[src/rtl/sat_pkg.sv]
// Shared state encoding and default sizing for the SAT engine loader.
package sat_pkg;

  localparam int NUM_CLAUSES_DEF      = 8;
  localparam int NUM_VARS_DEF         = 8;
  localparam int NUM_LVLS_DEF         = 8;
  localparam int WIDTH_LVL_DEF        = 16;
  localparam int WIDTH_VAR_STATES_DEF = 19;
  localparam int WIDTH_LVL_STATES_DEF = 16;
  localparam int WAIT_MAX_DEF         = 4096;
  localparam int READBACK_DEF         = 1;

  typedef enum logic [3:0] {
    IDLE,
    WR_CL,
    WR_VS,
    WR_LS,
    START,
    WAIT,
    RD_REQ,
    RD_OUT,
    FIN
  } state_e;

  // A single-row array still needs a one-bit row index.
  function automatic int row_width(input int n);
    return (n > 1) ? $clog2(n) : 1;
  endfunction

endpackage

[src/rtl/onehot_dec.sv]
// Binary-to-one-hot row decoder with enable; all-zero output when disabled.
module onehot_dec #(
  parameter int N = 8,
  parameter int W = 3
) (
  input  logic         en_i,
  input  logic [W-1:0] bin_i,
  output logic [N-1:0] onehot_o
);

  always_comb begin
    onehot_o = '0;
    for (int i = 0; i < N; i++) begin
      if (en_i && (bin_i == W'(i))) onehot_o[i] = 1'b1;
    end
  end

endmodule

[src/rtl/sat_engine_loader.sv]
// Loads one bin of clauses and var/level state into the SAT core, starts it,
// waits for a verdict (with timeout) and optionally streams the clause array back.
//
// state  | meaning
// IDLE   | waiting for go_i; job inputs captured on go
// WR_CL  | accepting clause beats, one array row per beat
// WR_VS  | one-cycle write of all var states
// WR_LS  | one-cycle write of all level states
// START  | one-cycle start / base-level enable to the core
// WAIT   | waiting for done_core_i, bounded by WAIT_MAX
// RD_REQ | read strobe for the current row
// RD_OUT | readback beat held until rb_ready_i
// FIN    | one-cycle done pulse
module sat_engine_loader
  import sat_pkg::*;
#(
  parameter int NUM_CLAUSES      = NUM_CLAUSES_DEF,
  parameter int NUM_VARS         = NUM_VARS_DEF,
  parameter int NUM_LVLS         = NUM_LVLS_DEF,
  parameter int WIDTH_LVL        = WIDTH_LVL_DEF,
  parameter int WIDTH_VAR_STATES = WIDTH_VAR_STATES_DEF,
  parameter int WIDTH_LVL_STATES = WIDTH_LVL_STATES_DEF,
  parameter int WAIT_MAX         = WAIT_MAX_DEF,
  parameter int READBACK         = READBACK_DEF
) (
  input  logic                                 clk,
  input  logic                                 rst,
  input  logic                                 go_i,
  input  logic [WIDTH_LVL-1:0]                 cur_bin_num_i,
  input  logic [WIDTH_LVL-1:0]                 load_lvl_i,
  input  logic [WIDTH_LVL-1:0]                 base_lvl_i,
  input  logic [WIDTH_VAR_STATES*NUM_VARS-1:0] var_states_i,
  input  logic [WIDTH_LVL_STATES*NUM_LVLS-1:0] lvl_states_i,
  input  logic                                 cl_valid_i,
  output logic                                 cl_ready_o,
  input  logic [NUM_VARS*2-1:0]                cl_data_i,
  output logic [NUM_CLAUSES-1:0]               wr_carray_o,
  output logic [NUM_CLAUSES-1:0]               rd_carray_o,
  output logic [NUM_VARS*2-1:0]                clause_o,
  input  logic [NUM_VARS*2-1:0]                clause_i,
  output logic [NUM_VARS-1:0]                  wr_var_states_o,
  output logic [WIDTH_VAR_STATES*NUM_VARS-1:0] var_states_o,
  output logic [NUM_LVLS-1:0]                  wr_lvl_states_o,
  output logic [WIDTH_LVL_STATES*NUM_LVLS-1:0] lvl_states_o,
  output logic                                 start_core_o,
  output logic [WIDTH_LVL-1:0]                 cur_bin_num_o,
  output logic [WIDTH_LVL-1:0]                 load_lvl_o,
  output logic [WIDTH_LVL-1:0]                 base_lvl_o,
  output logic                                 base_lvl_en_o,
  input  logic                                 done_core_i,
  input  logic                                 sat_i,
  input  logic                                 unsat_i,
  output logic                                 rb_valid_o,
  input  logic                                 rb_ready_i,
  output logic [NUM_VARS*2-1:0]                rb_data_o,
  output logic                                 busy_o,
  output logic                                 done_o,
  output logic                                 sat_o,
  output logic                                 unsat_o,
  output logic                                 timeout_o
);

  localparam int ROW_W = row_width(NUM_CLAUSES);
  localparam int CNT_W = $clog2(WAIT_MAX) + 1;
  localparam logic [ROW_W-1:0] ROW_LAST = ROW_W'(NUM_CLAUSES - 1);
  localparam logic [CNT_W-1:0] CNT_LAST = CNT_W'(WAIT_MAX - 1);

  state_e                              state_q, state_d;
  logic [ROW_W-1:0]                    row_q, row_d;
  logic [CNT_W-1:0]                    cnt_q, cnt_d;
  logic [CNT_W-1:0]                    cnt_inc;
  logic [WIDTH_LVL-1:0]                cur_bin_q, cur_bin_d;
  logic [WIDTH_LVL-1:0]                load_lvl_q, load_lvl_d;
  logic [WIDTH_LVL-1:0]                base_lvl_q, base_lvl_d;
  logic [WIDTH_VAR_STATES*NUM_VARS-1:0] var_states_q, var_states_d;
  logic [WIDTH_LVL_STATES*NUM_LVLS-1:0] lvl_states_q, lvl_states_d;
  logic                                sat_q, sat_d;
  logic                                unsat_q, unsat_d;
  logic                                timeout_q, timeout_d;
  logic                                rb_valid_q, rb_valid_d;
  logic [NUM_VARS*2-1:0]               rb_data_q, rb_data_d;

  logic                                wr_beat;
  logic                                dec_en;
  logic [NUM_CLAUSES-1:0]              row_oh;

  assign cnt_inc = cnt_q + 1'b1;
  assign wr_beat = (state_q == WR_CL) && cl_valid_i;
  assign dec_en  = wr_beat || (state_q == RD_REQ);

  onehot_dec #(
    .N (NUM_CLAUSES),
    .W (ROW_W)
  ) u_row_dec (
    .en_i     (dec_en),
    .bin_i    (row_q),
    .onehot_o (row_oh)
  );

  always_comb begin
    state_d      = state_q;
    row_d        = row_q;
    cnt_d        = cnt_q;
    cur_bin_d    = cur_bin_q;
    load_lvl_d   = load_lvl_q;
    base_lvl_d   = base_lvl_q;
    var_states_d = var_states_q;
    lvl_states_d = lvl_states_q;
    sat_d        = sat_q;
    unsat_d      = unsat_q;
    timeout_d    = timeout_q;
    rb_valid_d   = rb_valid_q;
    rb_data_d    = rb_data_q;

    case (state_q)
      IDLE: begin
        if (go_i) begin
          cur_bin_d    = cur_bin_num_i;
          load_lvl_d   = load_lvl_i;
          base_lvl_d   = base_lvl_i;
          var_states_d = var_states_i;
          lvl_states_d = lvl_states_i;
          sat_d        = 1'b0;
          unsat_d      = 1'b0;
          timeout_d    = 1'b0;
          row_d        = '0;
          state_d      = WR_CL;
        end
      end
      WR_CL: begin
        if (cl_valid_i) begin
          if (row_q == ROW_LAST) begin
            row_d   = '0;
            state_d = WR_VS;
          end else begin
            row_d = row_q + 1'b1;
          end
        end
      end
      WR_VS: state_d = WR_LS;
      WR_LS: state_d = START;
      START: begin
        cnt_d   = '0;
        state_d = WAIT;
      end
      WAIT: begin
        if (done_core_i) begin
          sat_d   = sat_i;
          unsat_d = unsat_i;
          row_d   = '0;
          state_d = (READBACK != 0) ? RD_REQ : FIN;
        end else begin
          // Timeout fires as the count reaches WAIT_MAX-1, so done_o lands
          // exactly WAIT_MAX cycles after the start pulse.
          cnt_d = cnt_inc;
          if (cnt_inc >= CNT_LAST) begin
            timeout_d = 1'b1;
            state_d   = FIN;
          end
        end
      end
      RD_REQ: begin
        rb_data_d  = clause_i;
        rb_valid_d = 1'b1;
        state_d    = RD_OUT;
      end
      RD_OUT: begin
        if (rb_ready_i) begin
          rb_valid_d = 1'b0;
          if (row_q == ROW_LAST) begin
            row_d   = '0;
            state_d = FIN;
          end else begin
            row_d   = row_q + 1'b1;
            state_d = RD_REQ;
          end
        end
      end
      FIN:     state_d = IDLE;
      default: state_d = IDLE;
    endcase
  end

  always_ff @(posedge clk or posedge rst) begin
    if (rst) begin
      state_q      <= IDLE;
      row_q        <= '0;
      cnt_q        <= '0;
      cur_bin_q    <= '0;
      load_lvl_q   <= '0;
      base_lvl_q   <= '0;
      var_states_q <= '0;
      lvl_states_q <= '0;
      sat_q        <= 1'b0;
      unsat_q      <= 1'b0;
      timeout_q    <= 1'b0;
      rb_valid_q   <= 1'b0;
      rb_data_q    <= '0;
    end else begin
      state_q      <= state_d;
      row_q        <= row_d;
      cnt_q        <= cnt_d;
      cur_bin_q    <= cur_bin_d;
      load_lvl_q   <= load_lvl_d;
      base_lvl_q   <= base_lvl_d;
      var_states_q <= var_states_d;
      lvl_states_q <= lvl_states_d;
      sat_q        <= sat_d;
      unsat_q      <= unsat_d;
      timeout_q    <= timeout_d;
      rb_valid_q   <= rb_valid_d;
      rb_data_q    <= rb_data_d;
    end
  end

  // Clause writes follow the feed handshake in the same cycle.
  assign wr_carray_o     = (state_q == WR_CL) ? row_oh : '0;
  assign rd_carray_o     = (state_q == RD_REQ) ? row_oh : '0;
  assign clause_o        = wr_beat ? cl_data_i : '0;
  assign cl_ready_o      = (state_q == WR_CL);
  assign wr_var_states_o = {NUM_VARS{state_q == WR_VS}};
  assign wr_lvl_states_o = {NUM_LVLS{state_q == WR_LS}};
  assign var_states_o    = var_states_q;
  assign lvl_states_o    = lvl_states_q;
  assign start_core_o    = (state_q == START);
  assign base_lvl_en_o   = (state_q == START);
  assign cur_bin_num_o   = cur_bin_q;
  assign load_lvl_o      = load_lvl_q;
  assign base_lvl_o      = base_lvl_q;
  assign rb_valid_o      = rb_valid_q;
  assign rb_data_o       = rb_data_q;
  assign busy_o          = (state_q != IDLE);
  assign done_o          = (state_q == FIN);
  assign sat_o           = sat_q;
  assign unsat_o         = unsat_q;
  assign timeout_o       = timeout_q;

endmodule

[config.mk]
export PLATFORM = sky130hd
export DESIGN_NAME = sat_engine_loader
export DESIGN_NICKNAME = d
export VERILOG_FILES = /design/src/rtl/sat_pkg.sv /design/src/rtl/onehot_dec.sv /design/src/rtl/sat_engine_loader.sv
export SDC_FILE = /design/constraint.sdc
export NUM_CORES = 1
export LEC_CHECK = 0
export CAP_MARGIN = 40
export CORE_AREA = 10 10 294 296
export CTS_CLUSTER_SIZE = 40
export DETAILED_ROUTE_END_ITERATION = 7
export DIE_AREA = 0 0 304 306
export MAX_ROUTING_LAYER = met4
export PLACE_DENSITY_LB_ADDON = 0.1
export SETUP_SLACK_MARGIN = 0.2
export SYNTH_ARGS = -nofsm -noshare
export SYNTH_HDL_FRONTEND = slang
export SYNTH_SLANG_ARGS = --single-unit
[constraint.sdc]
create_clock -name clk -period 13.7 [get_ports clk]
set_input_delay 2.055 -clock clk [delete_from_list [all_inputs] [get_ports clk]]
set_output_delay 2.055 -clock clk [all_outputs]
set_load 0.02 [all_outputs]
==> Word level (Yosys, flattened, before mapping) <==
Cells that the tools add are included.
{ "word_totals": {"reg_bits": 368, "latch_bits": 0, "ram_bits": 0, "romBits": 0, "in_bits": 368, "wordCells": 100, "n_memories": 0} }
{ "classes": {"n_addsub": 2, "mul": 0, "n_div": 0, "n_lt_le_gt_ge": 1, "n_eq_ne": 23, "n_shift": 0, "mux": 37, "bitwise": 0, "reduce_logical": 24} }
{ "op_table": {"columns": ["cell", "count"], "rows": [
  ["4-bit one-hot mux with 8 select lines", 1],
  ["4-bit 2-to-1 mux", 7],
  ["13-bit one-hot mux with 2 select lines", 1],
  ["4-bit by 3-bit equality test with 1-bit output, second input constant", 4],
  ["16-bit 2-to-1 mux", 1],
  ["8-bit 2-to-1 mux", 2],
  ["3-bit 2-to-1 mux", 5],
  ["1-bit 2-to-1 mux", 14],
  ["13-bit by 1-bit adder with 13-bit output, second input constant", 1],
  ["13-bit by 12-bit greater-or-equal comparator with 1-bit output, second input constant", 1],
  ["13-bit 2-to-1 mux", 1],
  ["3-bit equality test, second input constant", 4],
  ["2-bit != test, second input constant", 6],
  ["3-bit one-hot mux with 4 select lines", 1],
  ["5-bit AND reduction", 2],
  ["1-bit logical AND", 9],
  ["4-bit by 2-bit equality test with 1-bit output, second input constant", 2],
  ["1-bit one-hot mux with 2 select lines", 4],
  ["4-bit nonzero test", 2],
  ["3-bit by 2-bit equality test with 1-bit output, second input constant", 2],
  ["2-bit AND reduction", 3],
  ["2-bit nonzero test", 3],
  ["4-bit by 1-bit equality test with 1-bit output, second input constant", 1],
  ["4-bit equality test, second input constant", 1],
  ["other kinds (9)", 9]
]} }

==> Logic depth before layout (Yosys ltp) <==
{ "depth": {"word_depth": 6, "depth_mapped": 8} }

==> Modules after synthesis <==
A second synthesis with hierarchy kept.
{ "unflattened": {"cells_unflattened": 1668, "hier_area_um2": 14910.6} }
{ "modules_own_cells": {"columns": ["mod", "n_inst", "cells_per_inst", "area_per_inst_um2", "seq_area_each_um2"], "rows": [
  ["sat_engine_loader", 1, 1660, 14814.2, 9208.8],
  ["onehot_dec", 1, 8, 96.3, 0.0]
]} }

==> Worst setup path before layout <==
Ideal clock, no wire load.
{ "synth_timing": {"path_kind": "input to output", "start": "in cl_valid_i", "end": "out wr_carray_o[5]", "t_arrival_ps": 2738, "required_time_ps": 11645, "slack_ps": 8907, "cell_stages": 3, "n_path_buf": 1, "cell_sequence": "and3_1 -> clkbuf_1 -> and3_1"} }
{ "synth_between": {"elab_chain_len": 5} }
{ "synth_rtl": {"columns": ["item", "line_no", "text"], "rows": [
  ["start: declaration", "sat_engine_loader.sv:34", "input logic cl_valid_i,"],
  ["1-bit logical AND", "sat_engine_loader.sv:88", "assign wr_beat = (state_q == WR_CL) && cl_valid_i;"],
  ["1-bit logical OR", "sat_engine_loader.sv:89", "assign dec_en = wr_beat || (state_q == RD_REQ);"],
  ["1-bit logical AND", "onehot_dec.sv:14", "if (en_i && (bin_i == W'(i))) onehot_o[i] = 1'b1;"],
  ["1-bit 2-to-1 mux", "onehot_dec.sv:14", null],
  ["8-bit 2-to-1 mux", "sat_engine_loader.sv:217", "assign wr_carray_o = (state_q == WR_CL) ? row_oh : '0;"],
  ["end: declaration", "sat_engine_loader.sv:37", "output logic [NUM_CLAUSES-1:0] wr_carray_o,"]
]} }
Every way passes these cells.

==> Worst setup path in the final report <==
{ "layout_timing": {"start": "in cl_valid_i", "end": "out wr_carray_o[6]"} }
Same word-level chain as after synthesis.

==> results.ini <==
[run_status]
status=completed

[place]
port_buffers=768
place_ws_ns=7.74
place_congestion=0.840
dp_hpwl_microns=53200

[die]
die_h_microns=306
die_w_microns=304
num_io_pins=769
core_area_sq_um=80300
die_area_sq_um=93000
start_util=0.184
rows=104

[global_route]
grt_first_pass_wirelength_microns=102000
grt.overflow.total=0
antenna_found_initial=11
grt_start_max_net_pins=209
grt_pass1_vias=14400
grt_usage=0.149

[layout]
seq_area_sq_um=9210
fin_util=0.315
fillers=8332
area_growth_pct=71.0
multiInputGateArea_sq_um=5050
drive_above_1_share=0.0456
final_cell_mix=nand2_1, clkdlybuf4s50_1, dfrtp_1
fin_nets=2773
final_common_cell=nand2_1

[pwr]
combPwrFrac=0.465
swShare=0.396
p_seq_frac=0.313
vdd_drop_max_uv=93.3
pwr_density_cell_nw_per_um2=229
clkPwrFrac=0.221
p_switching_mw=2.30
leakage_nw=11.9
internal_power_mw=3.50

[synth]
synthFlopType=dfrtp_1
syn_nets=2039
synth_area_sq_um=14800
synthCells=1663
netlist-cell-type-count=48
yosysSeqAreaShare=0.623
synth.area.top_cells=dfrtp_1, nand2_1, buf_2
yosys.area.top_type=dfrtp_1
ys_ff_latch=368
syn_avg_cell_area_sq_um=8.89
yosysWarningCount=0
synthArstFlopShare=1.00
synth_edf_count=0
synth_top_area_frac=0.623

[clock_tree]
path_clk_slew_ns=0.06
cts_setup_buffers=0
cts_inserted_buffers=48
cts_tree=done
cts.sinks=368
insertion_delay_ns=0.58
root_buffer=clkbuf_16
cts.path.max_buffers=3
hold_buffers=0
h-tree-depth=2
cts_resized=0

[setup_path]
critical_path_required_ns=11.64
cp-start-kind=input pin
path_max_fanout=24
worstSetupPathType=input pin to primary output
worstPathArrival_ns=3.93
crit_path_end_kind=primary output

[route]
wirelength_microns=70200
routedWlPerCell_microns=20.0
drtAntennaViolNets=0
first_iter_violations=765
drc=0
vias=13700
drt-pass1-iter-count=4
via_per_inst=3.90

[sta]
timing.final.crit_share=0.437
fmaxAchievable_ghz=0.167
period_needed_ns=5.99
fin_skew_ns=0.0270
fin_hold_ws_ns=0.469
final-max-slew-violation-count=0
max_slew_margin=0.0168
finalSetupViolCount=0
worst_pin_slew_ns=1.47
rsz0062_at_grt=false
layout_setup_ws_ns=7.71
hold_viol=0
final.setup.tns_ns=0

[flow_run]
maxCapViolations=0

[hold_path]
hold_class=flop to flop

## logic make-up (layout without fill, tap and decap cells)
logic type,after synthesis,count (layout),share of synthesized area
fa+ha+maj,8,8,0.00677
compound gates,52,52,0.0240
xor+xnor,5,5,0.00296
buf+inv,112,883,0.0362
mux,17,17,0.0129
simple gates,1101,1101,0.294
flops,368,368,0.623
other cells,0,12,0
## cells in the mapped netlist (9+ instances only)
library cell     n
mux2_1          16
o21ai_1         24
nand3_1          9
clkbuf_1        29
buf_2           47
buf_4           15
buf_1           12
nand2_1       1003
and3_1          17
nor3_1           9
nor2_1          18
dfrtp_1        368
and2_1          22
## state kept, by name, indices dropped and copies added, names as in the netlist
register	cells
load_lvl_o	16
row_q	3
rb_data_o	16
lvl_states_o	128
sat_o	1
base_lvl_o	16
cnt_q	13
timeout_o	1
rb_valid_o	1
unsat_o	1
var_states_o	152
cur_bin_num_o	16
state_q	4
## power by group through the flow
stage                     Clock [mW]  Combinational [mW]  Sequential (mW)
after CTS                       1.34                2.77             1.82
final                           1.28                2.70             1.82
after floorplan                    0               0.748             2.35
after global placement             0                2.73             1.82
after detailed placement           0                2.77             1.83
after global routing            1.39                2.93             1.88
## worst max-delay path: stages
cell and delay, ns:
clkdlybuf4s50_1 0.50, and3_1 0.52, and3_1 0.23, clkdlybuf4s50_1 0.62
## routing by layer
layer | global-route usage | vias to the layer above | share of wire
met5 | - | - | 0
met4 | 0.0464 | 0 | 0.027
met3 | 0.0524 | 89 | 0.078
met2 | 0.267 | 433 | 0.53
met1 | 0.150 | 6566 | 0.36
li1 | - | 6596 | -
## area by class of cell
| type | count | area share |
|---|---|---|
| clock buffer | 74 | 0.0586 |
| antenna | 12 | 0.00119 |
| clock inverter | 13 | 0.00530 |
| timing repair buffer | 787 | 0.316 |
| multi-input combinational | 1183 | 0.200 |
| tap | 1060 | 0.0525 |
| inverter | 9 | 0.00163 |
| sequential | 368 | 0.364 |
## worst paths after layout
kind                                                from  cells past startpoint                            end  slack [ns]
max in group asynchronous                            rst                      5      load_lvl_o[5]$_DFFE_PP0P_        9.97
min                        lvl_states_o[122]$_DFFE_PP0P_                      2  lvl_states_o[122]$_DFFE_PP0P_        0.47
min reg2reg                lvl_states_o[122]$_DFFE_PP0P_                      2  lvl_states_o[122]$_DFFE_PP0P_        0.47
min in group asynchronous                            rst                      2   var_states_o[58]$_DFFE_PP0P_        2.05
max reg2reg                       state_q[1]$_DFFE_PP0P_                      8  var_states_o[148]$_DFFE_PP0P_       10.86
max                                           cl_valid_i                      4                 wr_carray_o[6]        7.71
## through the flow
stage,cells,power (mW),instance area [sq um]
after floorplan,1663,3.09,14800
after CTS,3493,5.93,25200
after global routing,3505,6.19,25300
after global placement,3396,4.55,23400
final,3506,5.80,25300
after detailed placement,3406,4.60,23600
No activity file was read; power rests on OpenSTA's default activity.
